$ cat config.mk
export PLATFORM = sky130hd
export DESIGN_NAME = ppm_final_adder_flat
export DESIGN_NICKNAME = d
export VERILOG_FILES = /design/src/rtl/ppm_final_adder_if.sv /design/src/rtl/ppm_final_adder.sv /design/src/flat_wrapper.sv
export SDC_FILE = /design/constraint.sdc
export NUM_CORES = 1
export LEC_CHECK = 0
export BUFFER_PORTS_ARGS = -buffer_cell sky130_fd_sc_hd__buf_2
export CAP_MARGIN = 20
export CORE_UTILIZATION = 35
export DETAILED_ROUTE_END_ITERATION = 6
export GPL_TIMING_DRIVEN = 0
export PLACE_DENSITY = 0.59
export REMOVE_ABC_BUFFERS = 1
export SYNTH_ARGS = -nofsm -noshare
export SYNTH_HDL_FRONTEND = slang
export SYNTH_SLANG_ARGS = --single-unit
export TNS_END_PERCENT = 20
$ cat constraint.sdc
create_clock -name clk -period 8.1 [get_ports clk]
set_clock_uncertainty 0.15 [all_clocks]
set_input_delay 0.81 -clock clk [delete_from_list [all_inputs] [get_ports clk]]
set_output_delay 0.81 -clock clk [all_outputs]
set_load 0.005 [all_outputs]
$ cat src/rtl/ppm_final_adder_if.sv
// Row-pair in / product out stream bundle for the multiplier final adder.
// The slave side is the adder; the master side is whoever feeds the rows
// and consumes the product.
interface ppm_final_adder_if #(
  parameter int W = 32
);
  logic         in_valid;
  logic         in_ready;
  logic [W-1:0] in_sum;
  logic [W-1:0] in_carry;
  logic         out_valid;
  logic         out_ready;
  logic [W-1:0] out_product;
  logic         out_cout;

  modport slave (
    input  in_valid, in_sum, in_carry, out_ready,
    output in_ready, out_valid, out_product, out_cout
  );

  modport master (
    output in_valid, in_sum, in_carry, out_ready,
    input  in_ready, out_valid, out_product, out_cout
  );
endinterface

$ cat src/rtl/ppm_final_adder.sv
// Final carry-propagate adder of the 16-bit approximate multiplier.
// Two-stage split adder: stage 1 adds bits [SPLIT-1:0], stage 2 adds the
// high slices with the registered low carry. Valid/ready on both sides,
// two-entry skid-free pipeline (s1, s2) that holds under backpressure.
//
// Build option: define PPM_APPROX_LOW_EN to replace the lowest APPROX_BITS
// bits with a carry-free OR and a predicted carry (s[A-1] & c[A-1]).
// Without it the whole add is exact.
module ppm_final_adder #(
  parameter int W           = 32,
  parameter int SPLIT       = 16,
  parameter int APPROX_BITS = 8
) (
  input logic             clk,
  input logic             rst,
  ppm_final_adder_if.slave bus
);
  localparam int HW = W - SPLIT;

  typedef struct packed {
    logic [HW-1:0]    hi_sum;
    logic [HW-1:0]    hi_carry;
    logic             lo_cout;
    logic [SPLIT-1:0] lo_sum;
  } s1_t;

  typedef struct packed {
    logic         cout;
    logic [W-1:0] product;
  } s2_t;

  logic s1_valid, s2_valid;
  logic s1_load, s2_load;
  s1_t  s1_q, s1_d;
  s2_t  s2_q, s2_d;

  // ---------------------------------------------------------------------
  // Stage 1 low add, split at APPROX_BITS so both builds share the upper
  // part of the low region; only the bottom slice differs.
  // ---------------------------------------------------------------------
  logic [APPROX_BITS-1:0] a_sum;
  logic                   a_cout;
  logic [SPLIT-1:0]       lo_sum;
  logic                   lo_cout;

`ifdef PPM_APPROX_LOW_EN
  // bottom slice: no carry chain, carry predicted from the top bit only
  assign a_sum  = bus.in_sum[APPROX_BITS-1:0] | bus.in_carry[APPROX_BITS-1:0];
  assign a_cout = bus.in_sum[APPROX_BITS-1] & bus.in_carry[APPROX_BITS-1];
`else
  // bottom slice: exact add, carry chained into the rest of the low region
  assign {a_cout, a_sum} = {1'b0, bus.in_sum[APPROX_BITS-1:0]}
                         + {1'b0, bus.in_carry[APPROX_BITS-1:0]};
`endif

  generate
    if (APPROX_BITS < SPLIT) begin : g_mid
      localparam int MW = SPLIT - APPROX_BITS;
      logic [MW:0] m_full;
      assign m_full  = {1'b0, bus.in_sum[SPLIT-1:APPROX_BITS]}
                     + {1'b0, bus.in_carry[SPLIT-1:APPROX_BITS]}
                     + {{MW{1'b0}}, a_cout};
      assign lo_sum  = {m_full[MW-1:0], a_sum};
      assign lo_cout = m_full[MW];
    end else begin : g_nomid
      // low region is entirely the bottom slice
      assign lo_sum  = a_sum;
      assign lo_cout = a_cout;
    end
  endgenerate

  // stage 1 payload: low result plus untouched high slices
  always_comb begin
    s1_d          = '0;
    s1_d.lo_sum   = lo_sum;
    s1_d.lo_cout  = lo_cout;
    s1_d.hi_sum   = bus.in_sum[W-1:SPLIT];
    s1_d.hi_carry = bus.in_carry[W-1:SPLIT];
  end

  // ---------------------------------------------------------------------
  // Stage 2 high add with the registered low carry.
  // ---------------------------------------------------------------------
  logic [HW:0] hi_full;
  assign hi_full = {1'b0, s1_q.hi_sum} + {1'b0, s1_q.hi_carry}
                 + {{HW{1'b0}}, s1_q.lo_cout};

  // stage 2 payload: assembled product and carry out of bit W-1
  always_comb begin
    s2_d         = '0;
    s2_d.product = {hi_full[HW-1:0], s1_q.lo_sum};
    s2_d.cout    = hi_full[HW];
  end

  // ---------------------------------------------------------------------
  // Handshake. in_ready sees out_ready combinationally through s2_load so
  // a full pipe can still take a new pair in the cycle s2 drains.
  // ---------------------------------------------------------------------
  assign s2_load      = s1_valid & (~s2_valid | bus.out_ready);
  assign bus.in_ready = ~s1_valid | s2_load;
  assign s1_load      = bus.in_valid & bus.in_ready;

  // pipeline state: valid bits advance every cycle, payloads only on load
  always_ff @(posedge clk or posedge rst) begin
    if (rst) begin
      s1_valid <= 1'b0;
      s2_valid <= 1'b0;
      s1_q     <= '0;
      s2_q     <= '0;
    end else begin
      s1_valid <= s1_load | (s1_valid & ~s2_load);
      s2_valid <= s2_load | (s2_valid & ~bus.out_ready);
      if (s1_load) s1_q <= s1_d;
      if (s2_load) s2_q <= s2_d;
    end
  end

  assign bus.out_valid   = s2_valid;
  assign bus.out_product = s2_q.product;
  assign bus.out_cout    = s2_q.cout;

endmodule
$ cat src/flat_wrapper.sv
// flat-port wrapper written by rule: the top's interface ports become plain ports
module ppm_final_adder_flat 
#(
  parameter int W           = 32,
  parameter int SPLIT       = 16,
  parameter int APPROX_BITS = 8
)
  (clk, rst, bus_in_valid, bus_in_sum, bus_in_carry, bus_out_ready, bus_in_ready, bus_out_valid, bus_out_product, bus_out_cout);
  ppm_final_adder_if #(.W(W)) bus_i ();
  input logic clk;
  input logic rst;
  input wire logic [$bits(bus_i.in_valid)-1:0] bus_in_valid;
  input wire logic [$bits(bus_i.in_sum)-1:0] bus_in_sum;
  input wire logic [$bits(bus_i.in_carry)-1:0] bus_in_carry;
  input wire logic [$bits(bus_i.out_ready)-1:0] bus_out_ready;
  output wire logic [$bits(bus_i.in_ready)-1:0] bus_in_ready;
  output wire logic [$bits(bus_i.out_valid)-1:0] bus_out_valid;
  output wire logic [$bits(bus_i.out_product)-1:0] bus_out_product;
  output wire logic [$bits(bus_i.out_cout)-1:0] bus_out_cout;
  assign bus_i.in_valid = bus_in_valid;
  assign bus_i.in_sum = bus_in_sum;
  assign bus_i.in_carry = bus_in_carry;
  assign bus_i.out_ready = bus_out_ready;
  assign bus_in_ready = bus_i.in_ready;
  assign bus_out_valid = bus_i.out_valid;
  assign bus_out_product = bus_i.out_product;
  assign bus_out_cout = bus_i.out_cout;
  ppm_final_adder #(.W(W), .SPLIT(SPLIT), .APPROX_BITS(APPROX_BITS)) u_core (.clk(clk), .rst(rst), .bus(bus_i));
endmodule
# Word-level counts from Yosys, hierarchy flattened

Index checks and enable logic that the tools add are counted.

Flip-flop bits (word level): 84
Input bits: 68
Logic and storage cells: 25

$add $sub $neg: 5
Bitwise gates (word level): 12

Operators by type and width:

| cell           | number |
|---|---|
| $add 8x8->9    | 2 |
| $add 16x16->17 | 1 |
| $add 17x1->17  | 1 |
| $add 9x1->9    | 1 |
| $and 1x1->1    | 4 |
| $not 1->1      | 4 |
| $or 1x1->1     | 4 |

# Longest topological paths before layout

Gate-level depths: netlist of the first run.

Depth in word-level cells: 6
Depth in mapped cells: 14

# Least setup slack after synthesis of the first run

No wires, ideal clock.

Path type: input-to-reg
From: input bus_in_carry[0]
To: register u_core.s1_q[16] (netlist bit)
Library setup time: 0.129 ns
Arrival time: 4.082 ns
Required time: 7.821 ns
Slack: 3.738 ns
Stages: 14
Cell sequence: ha_1 -> fa_1 -> a21o_1 -> a21oi_1 -> o21bai_1 -> a2111oi_0 -> a21oi_1 -> fa_1 -> fa_1 -> a21o_1 -> a21oi_1 -> o21ai_0 -> and3b_1 -> o41a_1

Longest elaborated chain between the ends: 2

Ends and longest elaborated chain:

| item                   | line                   | source |
|---|---|---|
| start: declaration     | flat_wrapper.sv:14     | `input wire logic [$bits(bus_i.in_carry)-1:0] bus_in_carry;` |
| $add 8x8->9            | ppm_final_adder.sv:53  | `+ {1'b0, bus.in_carry[APPROX_BITS-1:0]};` |
| $add 9x1->9            | ppm_final_adder.sv:62  | `+ {{MW{1'b0}}, a_cout};` |
| end signal: assignment | ppm_final_adder.sv:108 | `s1_q <= '0;` |
| end signal: assignment | ppm_final_adder.sv:113 | `if (s1_load) s1_q <= s1_d;` |
| end: declaration       | ppm_final_adder.sv:34  | `s1_t s1_q, s1_d;` |

Every way passes these cells.
A chain may end at the register's enable or synchronous reset.

# Worst setup path in the final report of the first run

Same ends and word-level chain as after synthesis.

==> qor.csv, run 1 <==
stage;metric;value;unit
yosys;Synth area leaders;dfrtp_1 (46%), mux2_2 (8.8%), ha_1 (8.2%), nand2_1 (7.3%), a21oi_1 (2.4%);
yosys;Post-synth EDFFs;0;
cts;Root Driver;clkbuf_16;
timing;Final TNS setup;0;ns
cts;post-CTS sizing;0;
placement;post-place instance area;0.00532;mm^2
pwr;Flop pwr share;40.7;%
cts;clk sink count;84;
yosys;Synth top area share;45.8;%
grt;number of global-route vias before repair;3554;
routing;drt pass-1 iters;6;
yosys;Async SR Flop Fraction;100;%
cts;CTS Hold Bufs;0;
setup_path;Crit Path Class;in -> reg;
final_layout;fin cells;724;
timing;WHS;0.314;ns
yosys;most numerous cell in the Yosys netlist;nand2_1;
grt;met3 GRT Util;3.79;%
pwr;Net Sw Power;462;uW
yosys;synthesis warning total;0;
pwr;VDD IR-drop max;0.0861;mV
placement;Placer Congestion;0.803;
grt;largest net degree at the start of global routing;50;
grt;met2 GRT Util;27.7;%
setup_path;startpoint types;input pin;
run_status;status;completed;
pwr;Sw Ratio;32.2;%
run;Max-cap violations;0;
yosys;predominant post-synthesis flop cell;dfrtp_1;
placement;dpl hpwl;7.52;mm
timing;fmax;0.223;GHz
routing;average wire per cell in the routed design;13.8;um
pwr;power per standard cell area;256;mW/mm^2
routing;vias per cell;4.96;
yosys;Distinct cells, synth;56;
floorplanning;chip height;117;um
yosys;Commonest cells post-synth;nand2_1 (89), dfrtp_1 (84), mux2_2 (36);
routing;drt total wl;10.0;mm
cts;CTS tree;yes;
placement;Post-Place Cells;706;
grt;global routing's busiest layer;met2;
floorplanning;die area;0.0136;mm^2
yosys;Yosys reg bits;84;
yosys;Synth area leader;dfrtp_1;
placement;IO buf count;102;
pwr;Internal Dissipation;974;uW
pwr;Leak;0.00269;uW
yosys;sequential-to-total area share from yosys stat;45.8;%
timing;Worst Tran Pin Value;1.02;ns
routing;DR vias;3588;
pwr;combinational share of power;31.6;%
floorplanning;# rows;41;
final_layout;Area Growth Syn to Fin;22.0;%
pwr;clock share of power;27.7;%
floorplanning;# IOs;103;
timing;RSZ-0062 raised after global routing;false;
routing;remaining routing DRC violations;0;
yosys;Syn Std Cell Area;0.00459;mm^2
timing;max-slew violations;0;
grt;GRT Overall Usage;16.2;%
min_path;Hold Path Class;reg -> reg;
setup_path;Worst EP arrival;4.55;ns
timing;Worst slew margin;32.0;%
grt;M1 GR Usage;19.6;%
grt;initial antenna violation count;2;
yosys;synthesized instance count;449;
cts;H-tree Lvls;3;
cts;clock buffer depth;2;
cts;clk_lat worst skew;0.33;ns
timing;Tmin final;4.49;ns
cts;post-CTS setup buffers;0;
floorplanning;Starting Density;36.1;%
setup_path;CP Capture Type;flop;
routing;Iter 0 DRT Violations;106;
final_layout;layout cells sized above 1;30.9;%
routing;Routed Antenna Nets;0;
timing;crit share post-route;55.5;%
grt;GRT overflow;0;
yosys;Mean Syn Cell Area;10.2;um^2
cts;clock-pin slew on the worst setup and hold paths;0.06;ns
setup_path;CP Max Fanout;3;
timing;final-report hold violation count;0;
floorplanning;Die Wd;117;um
setup_path;Worst EP required;8.16;ns
floorplanning;Core ar.;0.0127;mm^2
cts;Num CTS Buffers;9;
timing;Setup Viol. Count Final;0;
final_layout;Final nets;648;
final_layout;Final Cell Area;0.00561;mm^2
grt;first-pass GRT wire length;17.2;mm
## cell type report
cell class	instances	area (um^2)
Fill cell	1279	7120
Multi-Input combinational cell	332	2360
Sequential cell	84	2100
Timing Repair Buffer	105	586
Clock buffer	10	229
Tap cell	172	215
Clock inverter	6	55.1
Inverter	13	51.3
Antenna cell	2	5.00
## stage by stage
| step | setup WS, ns | utilization [%] | total power, uW |
|---|---|---|---|
| final | 3.61 | 44.1 | 1440 |
| after global routing | 3.43 | 44.0 | 1540 |
| after CTS | 3.63 | 44.0 | 1460 |
| after detailed placement | 3.27 | 41.8 | 1050 |
| after global placement | 3.32 | 41.1 | 1030 |
| after floorplan | 3.73 | - | 880 |
## logic make-up (layout without fill, tap and decap cells)
family | count (synthesis) | in the layout | synth area share [%]
buf+inv | 33 | 134 | 2.91
fa+ha+maj | 35 | 35 | 10.4
mux | 38 | 38 | 9.26
simple gates | 148 | 148 | 14.6
other cells | 0 | 2 | 0
compound gates | 95 | 95 | 14.1
xor+xnor | 16 | 16 | 3.05
flops | 84 | 84 | 45.8
## per-layer routing
| layer | vias up | share of wire [%] |
|---|---|---|
| met3 | 13 | 4.5 |
| met5 | - | 0 |
| met2 | 82 | 50 |
| met1 | 1704 | 44 |
| li1 | 1789 | - |
| met4 | 0 | 1.8 |
## cell usage in the layout (no fill, tap or decap), drive strengths merged, types with 2 or more instances in the layout
master	count
a211oi	3
o21ai	23
nand4	3
a2111oi	2
and4	3
dfrtp	84
a31oi	3
a21o	6
xnor2	7
clkinv	5
diode	2
fa	5
a31o	3
mux2i	2
nand2	90
o21a	3
nor3	14
mux2	36
buf	105
and3	2
a22oi	2
nand2b	4
ha	30
nand3	9
clkbuf	10
xor2	9
nor2	12
a21oi	23
nor3b	3
inv	13
o211ai	8
o21bai	3
o31ai	5
a311oi	2
nand3b	2
or3	3
## flip-flops by register name, indices dropped and copies added, names as in the netlist
name	flops
u_core.s1_q	49
u_core.bus.out_product	32
u_core.bus.out_cout	1
u_core.bus.out_valid	1
u_core.s1_valid	1
## worst paths after layout
path                                                   from                                endpoint  cells after the start  slack, ns
worst max-delay path                        bus_in_carry[0]             u_core.s1_q[16]$_DFFE_PP0P_                     15       3.61
worst min-delay path             u_core.s1_q[8]$_DFFE_PP0P_   u_core.bus.out_product[8]$_DFFE_PP0P_                      2       0.31
worst max register to register  u_core.s1_q[16]$_DFFE_PP0P_  u_core.bus.out_product[30]$_DFFE_PP0P_                      9       5.34
worst min register to register   u_core.s1_q[8]$_DFFE_PP0P_   u_core.bus.out_product[8]$_DFFE_PP0P_                      2       0.31
max in group asynchronous                               rst               u_core.s1_valid$_DFF_PP0_                      3       6.87
min in group asynchronous                               rst   u_core.bus.out_product[0]$_DFFE_PP0P_                      2       0.35
## critical path, stage by stage
cell	delay, ns
buf_2	0.10
ha_1	0.21
fa_1	0.41
a21o_1	0.17
a21oi_1	0.24
o21bai_1	0.15
a2111oi_0	0.45
a21oi_1	0.11
fa_1	0.42
fa_1	0.43
a21o_1	0.17
a21oi_1	0.27
o21ai_0	0.11
and3b_1	0.20
o41a_1	0.30
## power by group through the flow
stage,combinational [uW],clock [uW],sequential [uW]
floorplan,295,0,585
global placement,441,0,588
detailed placement,456,0,593
CTS,459,411,585
global route,517,429,599
finish,454,398,585
No activity file was read; power rests on OpenSTA's default activity.
==> run 2, diff against run 1 <==
PLACE_DENSITY = 0.61   (was 0.59)
clock period = 3.85 ns   (was 8.1 ns; I/O delays follow)
==> qor.csv, run 2 (same netlist as run 1, synthesis figures left out) <==
stage;metric;value;unit;change
run_status;status;completed;;
floorplanning;Core ar.;0.0127;mm^2;unchanged
timing;Final WS setup;0.129;ns;-3.48 ns
pwr;VDD IR-drop max;0.219;mV;+150%
grt;GRT overflow;0;;unchanged
timing;Worst slew margin;34.7;%;+2.7 points
final_layout;fin cells;725;;+0.14%
routing;vias per cell;4.94;;-0.36%
pwr;Net Sw Power;971;uW;+110%
pwr;Sw Ratio;30.6;%;-1.6 points
cts;clock-pin slew on the worst setup and hold paths;0.06;ns;about the same
routing;average wire per cell in the routed design;13.7;um;-1.1%
pwr;PnR Total Power;3170;uW;+120%
min_path;Hold Path Class;in -> reg;;
placement;IO buf count;102;;unchanged
timing;Worst Tran Pin Value;0.979;ns;-0.0406 ns
final_layout;number of flip-flops in the largest register;49;;unchanged
routing;remaining routing DRC violations;0;;unchanged
routing;Routed Antenna Nets;0;;unchanged
pwr;Flop pwr share;38.6;%;-2.1 points
final_layout;Final nets;650;;+0.31%
timing;Final TNS setup;0;ns;unchanged
floorplanning;Die Wd;117;um;unchanged
cts;Root Driver;clkbuf_16;;
grt;largest net degree at the start of global routing;56;;+12%
placement;Post-Place Cells;705;;-0.14%
pwr;power per standard cell area;557;mW/mm^2;+120%
setup_path;CP Cell Sequence;buf_2 -> ha_1 -> fa_1 -> a21o_1 -> a21oi_2 -> o21bai_2 -> a2111oi_2 -> a21oi_1 -> fa_1 -> fa_2 -> a21o_1 -> a21oi_2 -> o21ai_0 -> and3b_1 -> o41a_1;;
final_layout;layout cells sized above 1;31.9;%;+1.0 points
timing;max-slew violations;0;;unchanged
cts;clk sink count;84;;unchanged
grt;first-pass GRT wire length;16.7;mm;-2.6%
floorplanning;die area;0.0136;mm^2;unchanged
final_layout;fill count;1272;;-0.55%
setup_path;Worst path max stage delay;0.42;ns;-0.03 ns
grt;GRT Overall Usage;15.8;%;-0.31 points
grt;number of global-route vias before repair;3664;;+3.1%
floorplanning;# rows;41;;unchanged
setup_path;CP top delay family;compound AO/OA/AOI/OAI gates;;
setup_path;CP Max Fanout;3;;unchanged
cts;CTS tree;yes;;
cts;Num CTS Buffers;9;;unchanged
setup_path;Worst EP arrival;3.79;ns;-0.76 ns
cts;H-tree Lvls;3;;unchanged
timing;crit share post-route;96.6;%;
final_layout;Biggest register;u_core.s1_q;;
setup_path;CP Capture Type;flop;;
setup_path;Buf+Inv Stages, Crit Path;1;;unchanged
timing;Setup Viol. Count Final;0;;unchanged
pwr;clock share of power;31.1;%;+3.4 points
routing;drt pass-1 iters;4;;-2
pwr;Leak;0.00272;uW;+1.1%
routing;DR vias;3580;;-0.22%
routing;Iter 0 DRT Violations;158;;+49%
pwr;Internal Dissipation;2200;uW;+130%
setup_path;startpoint types;input pin;;
cts;clk_lat worst skew;0.34;ns;about the same
routing;drt total wl;9.90;mm;-0.95%
cts;clock buffer depth;2;;unchanged
final_layout;most common cell after layout, fill and taps aside;buf_2;;
final_layout;Area Growth Syn to Fin;23.8;%;
timing;Tmin final;3.72;ns;
placement;dpl hpwl;7.30;mm;-2.9%
placement;DP Worst Slack;-0.576;ns;-3.85 ns
grt;initial antenna violation count;2;;unchanged
timing;fmax;0.269;GHz;
final_layout;Core Util, Final;44.7;%;+0.63 points
setup_path;Crit Path Class;in -> reg;;
pwr;combinational share of power;30.2;%;-1.4 points
run;Max-cap violations;0;;unchanged
setup_path;slowest cell on the critical path;fa_1;;
timing;final-report hold violation count;0;;unchanged
floorplanning;# IOs;103;;unchanged
placement;Placer Congestion;0.778;;-3.1%
floorplanning;Starting Density;36.1;%;unchanged
floorplanning;chip height;117;um;unchanged
final_layout;commonest cells after routing, fill and taps aside;buf_2 (102), nand2_1 (87), dfrtp_1 (84);;
setup_path;Worst EP required;3.92;ns;-4.24 ns
## run 2: changes by cell type in the layout (fill, tap and decap cells not counted), sizes merged
cell,before,now
clkinv,5,2
bufinv,1,3
buf,105,106
dlygate4sd3,0,1
## run 2: layout make-up
cell class | instances | area (um^2) | area share (%)
antenna | 2 | 5.00 | 0.0880
inverter | 13 | 51.3 | 0.902
clock buffer | 10 | 239 | 4.20
clock inverter | 5 | 100 | 1.76
tap | 172 | 215 | 3.79
timing repair buffer | 107 | 591 | 10.4
multi-input combinational | 332 | 2380 | 41.9
sequential | 84 | 2100 | 37.0
## run 2: final timing paths
check | from | endpoint | slack [ns] | cells past startpoint
max in group asynchronous | rst | u_core.s1_q[18]$_DFFE_PP0P_ | 2.54 | 4
worst min-delay path | bus_in_valid | u_core.s1_valid$_DFF_PP0_ | 0.11 | 2
min in group asynchronous | rst | u_core.bus.out_product[14]$_DFFE_PP0P_ | 0.43 | 3
worst max-delay path | bus_in_carry[0] | u_core.s1_q[16]$_DFFE_PP0P_ | 0.13 | 15
worst max register to register | u_core.s1_q[16]$_DFFE_PP0P_ | u_core.bus.out_product[30]$_DFFE_PP0P_ | 1.14 | 9
worst min register to register | u_core.s1_q[8]$_DFFE_PP0P_ | u_core.bus.out_product[8]$_DFFE_PP0P_ | 0.32 | 2
## run 2: what timing repair did
item / CTS / global route
resized for setup: 5 / 1
setup endpoints to repair: 2 / 2
pin swaps: 0 / 2
endpoints found under the hold margin: 29 / 0
hold buffers: 1 / 0
buffers inserted: 0 / 2
## run 2: through the flow
stage	hold slack [ns]	instance area, um^2
6_report	0.110	5690
5_1_grt	0.116	5680
4_1_cts	0.0996	5660
3_5_place_dp	0.257	5300
3_3_place_gp	0.296	5230
2_1_floorplan	0.283	4510
## run 2: power groups by stage
stage | Combinational [uW] | Clock (uW) | Sequential [uW]
4_1_cts | 967 | 1010 | 1230
2_1_floorplan | 621 | 0 | 1230
3_3_place_gp | 926 | 0 | 1230
5_1_grt | 1090 | 1050 | 1250
3_5_place_dp | 954 | 0 | 1240
6_report | 958 | 987 | 1220
## run 2: per-layer routing
layer | share of wire (%) | vias up | global-route usage [%]
li1 | - | 1795 | -
met1 | 44 | 1691 | 18.8
met2 | 49 | 77 | 27.1
met3 | 5.0 | 17 | 3.63
met4 | 2.2 | 0 | 7.43
met5 | 0 | - | 0
==> run 3, diff against run 2 <==
ABC_AREA = 1   (was not set)
==> qor.csv, run 3 <==
stage;metric;value;unit;change
yosys;Mean Syn Cell Area;7.65;um^2;-25%
yosys;synthesized instance count;619;;+38%
grt;initial antenna violation count;0;;-2
final_layout;commonest cells after routing, fill and taps aside;nand2_1 (273), buf_2 (102), dfrtp_1 (84);;
placement;dpl hpwl;7.77;mm;+6.4%
setup_path;CP Capture Type;flop;;
yosys;Post-synth EDFFs;0;;unchanged
final_layout;Core Util, Final;43.1;%;-1.6 points
final_layout;Final nets;823;;+27%
cts;clock-pin slew on the worst setup and hold paths;0.06;ns;about the same
cts;Root Driver;clkbuf_16;;
routing;vias per cell;4.60;;-6.8%
setup_path;CP Max Fanout;4;;+1
timing;crit share post-route;75.4;%;-21 points
final_layout;layout cells sized above 1;18.0;%;-14 points
grt;GRT Overall Usage;16.3;%;+0.43 points
floorplanning;# IOs;103;;unchanged
final_layout;area of the multi-input gates;0.00228;mm^2;-4.3%
yosys;sequential-to-total area share from yosys stat;44.4;%;-1.4 points
placement;IO buf count;102;;unchanged
yosys;Synth top area share;44.4;%;-1.4 points
final_layout;ant diodes;0;;-2
cts;clk sink count;84;;unchanged
pwr;power per standard cell area;493;mW/mm^2;-12%
timing;Setup Viol. Count Final;0;;unchanged
cts;H-tree Lvls;3;;unchanged
cts;clock buffer depth;2;;unchanged
routing;average wire per cell in the routed design;11.9;um;-13%
routing;drt total wl;10.7;mm;+8.0%
yosys;Commonest cells post-synth;nand2_1 (273), dfrtp_1 (84), inv_1 (70);;
timing;WHS;0.0939;ns;-0.0160 ns
setup_path;Crit Path Class;in -> reg;;
routing;drt pass-1 iters;4;;unchanged
yosys;Async SR Flop Fraction;100;%;unchanged
floorplanning;# rows;42;;+2.4%
yosys;Distinct cells, synth;36;;-36%
min_path;Hold Path Class;in -> reg;;
routing;Routed Antenna Nets;0;;unchanged
timing;Tmin final;2.90;ns;-0.817 ns
timing;Final TNS setup;0;ns;unchanged
final_layout;sequential cell area;0.00210;mm^2;unchanged
timing;Worst Tran Pin Value;0.991;ns;+0.0114 ns
yosys;Syn Std Cell Area;0.00474;mm^2;+3.1%
cts;Num CTS Buffers;9;;unchanged
floorplanning;Core ar.;0.0132;mm^2;+4.1%
yosys;most numerous cell in the Yosys netlist;nand2_1;;
grt;GRT overflow;0;;unchanged
floorplanning;chip height;118;um;+1.5%
grt;number of global-route vias before repair;3971;;+8.4%
setup_path;startpoint types;input pin;;
final_layout;most common cell after layout, fill and taps aside;nand2_1;;
pwr;VDD IR-drop max;0.176;mV;-19%
pwr;Leak;0.00324;uW;+19%
timing;RSZ-0062 raised after global routing;false;;
yosys;Synth area leader;dfrtp_1;;
yosys;predominant post-synthesis flop cell;dfrtp_1;;
setup_path;Worst EP arrival;3.01;ns;-0.78 ns
routing;remaining routing DRC violations;0;;unchanged
timing;final-report hold violation count;0;;unchanged
timing;Worst slew margin;33.7;%;-0.99 points
grt;largest net degree at the start of global routing;71;;+27%
pwr;PnR Total Power;2810;uW;-11%
floorplanning;Die Wd;118;um;+1.5%
placement;Placer Congestion;0.849;;+9.2%
run_status;status;completed;;
routing;Iter 0 DRT Violations;129;;-18%
final_layout;Area Growth Syn to Fin;20.5;%;
setup_path;Worst EP required;3.96;ns;+0.04 ns
final_layout;Biggest register;u_core.s1_q;;
placement;DP Worst Slack;0.554;ns;+1.13 ns
yosys;Yosys reg bits;84;;unchanged
cts;CTS tree;yes;;
routing;DR vias;4143;;+16%
cts;clk_lat worst skew;0.34;ns;about the same
run;Max-cap violations;0;;unchanged
floorplanning;die area;0.0140;mm^2;+3.1%
grt;first-pass GRT wire length;18.0;mm;+7.7%
final_layout;number of flip-flops in the largest register;49;;unchanged
yosys;Synth area leaders;dfrtp_1 (44%), nand2_1 (22%), ha_1 (7.9%), inv_1 (5.5%), nand3_1 (3.0%);;
final_layout;fill count;1376;;+8.2%
yosys;synthesis warning total;0;;unchanged
floorplanning;Starting Density;35.8;%;-0.33 points
timing;fmax;0.344;GHz;+28%
timing;Final WS setup;0.946;ns;+0.817 ns
timing;max-slew violations;0;;unchanged
run 3: cell count changes after synthesis, moves of 6 or more:
cell and change:
nand2_1 +184, o22ai_1 +6, clkbuf_1 -8, xor2_1 -8, nand3_1 +19, mux2_2 -36, nor3_1 -11, inv_1 +57
nor2_1 +10, o21ai_1 +8, o211ai_1 -8
run 3: worst max-delay path, stage by stage:
cell      delay (ns)
buf_2           0.10
ha_1            0.22
fa_1            0.45
nand4_1         0.12
nand3_1         0.12
a21oi_1         0.16
o21bai_1        0.11
fa_1            0.42
fa_1            0.45
nand4_1         0.12
nand3_1         0.12
nand2_1         0.09
nand2_1         0.05
o22ai_1         0.10
run 3: through the flow:
step	cells	area, um^2
floorplan	604	4650
global placement	882	5380
detailed placement	883	5410
CTS	899	5690
global route	900	5710
finish	900	5710
run 3: kinds of logic (layout without fill, tap and decap cells):
| group | after synthesis | count (layout) | synth area share, % |
|---|---|---|---|
| and+or+nand+nor | 346 | 346 | 29.8 |
| buffers and inverters | 86 | 191 | 7.50 |
| DFF | 84 | 84 | 44.4 |
| AOI/OAI and AO/OA | 64 | 64 | 7.55 |
| adders and majority gates | 35 | 35 | 10.0 |
| xor gates and xnor gates | 4 | 4 | 0.740 |
run 3: path summary, 6_finish.rpt:
path,depth (start not counted),slack (ns),to,start
worst max-delay path,14,0.95,u_core.s1_q[14]$_DFFE_PP0P_,bus_in_carry[0]
worst min-delay path,3,0.09,u_core.s1_q[29]$_DFFE_PP0P_,bus_in_carry[28]
worst max register to register,5,1.48,u_core.bus.out_product[27]$_DFFE_PP0P_,u_core.bus.out_valid$_DFF_PP0_
worst min register to register,2,0.32,u_core.bus.out_product[2]$_DFFE_PP0P_,u_core.s1_q[2]$_DFFE_PP0P_
max in group asynchronous,4,2.54,u_core.s1_q[31]$_DFFE_PP0P_,rst
min in group asynchronous,3,0.38,u_core.s1_q[7]$_DFFE_PP0P_,rst
run 3: power breakdown:
part / switching [uW] / internal (uW) / leakage (uW) / total, uW
sequential: 93.0 / 1070 / 0.00103 / 1170
combinational: 495 / 352 / 0.00208 / 847
clock: 332 / 467 / 0.000135 / 799
run 3: what timing repair did:
item,CTS,global route
setup buffers,0,0
resized for setup,0,0
endpoints found under the hold margin,14,0
hold buffers,1,0
run 3: per-layer routing:
| metal | global-route usage (%) | part of all wire [%] | up-vias |
|---|---|---|---|
| li1 | - | - | 2142 |
| met1 | 19.2 | 45 | 1902 |
| met2 | 28.4 | 49 | 84 |
| met3 | 3.72 | 4.7 | 15 |
| met4 | 6.73 | 2.0 | 0 |
| met5 | 0 | 0 | - |
run 3: layout make-up:
cell class	count	area share, %
Clock buffer	13	4.56
Clock inverter	2	0.175
Inverter	71	4.71
Multi-Input combinational cell	449	39.9
Sequential cell	84	36.8
Tap cell	176	3.86
Timing Repair Buffer	105	9.95
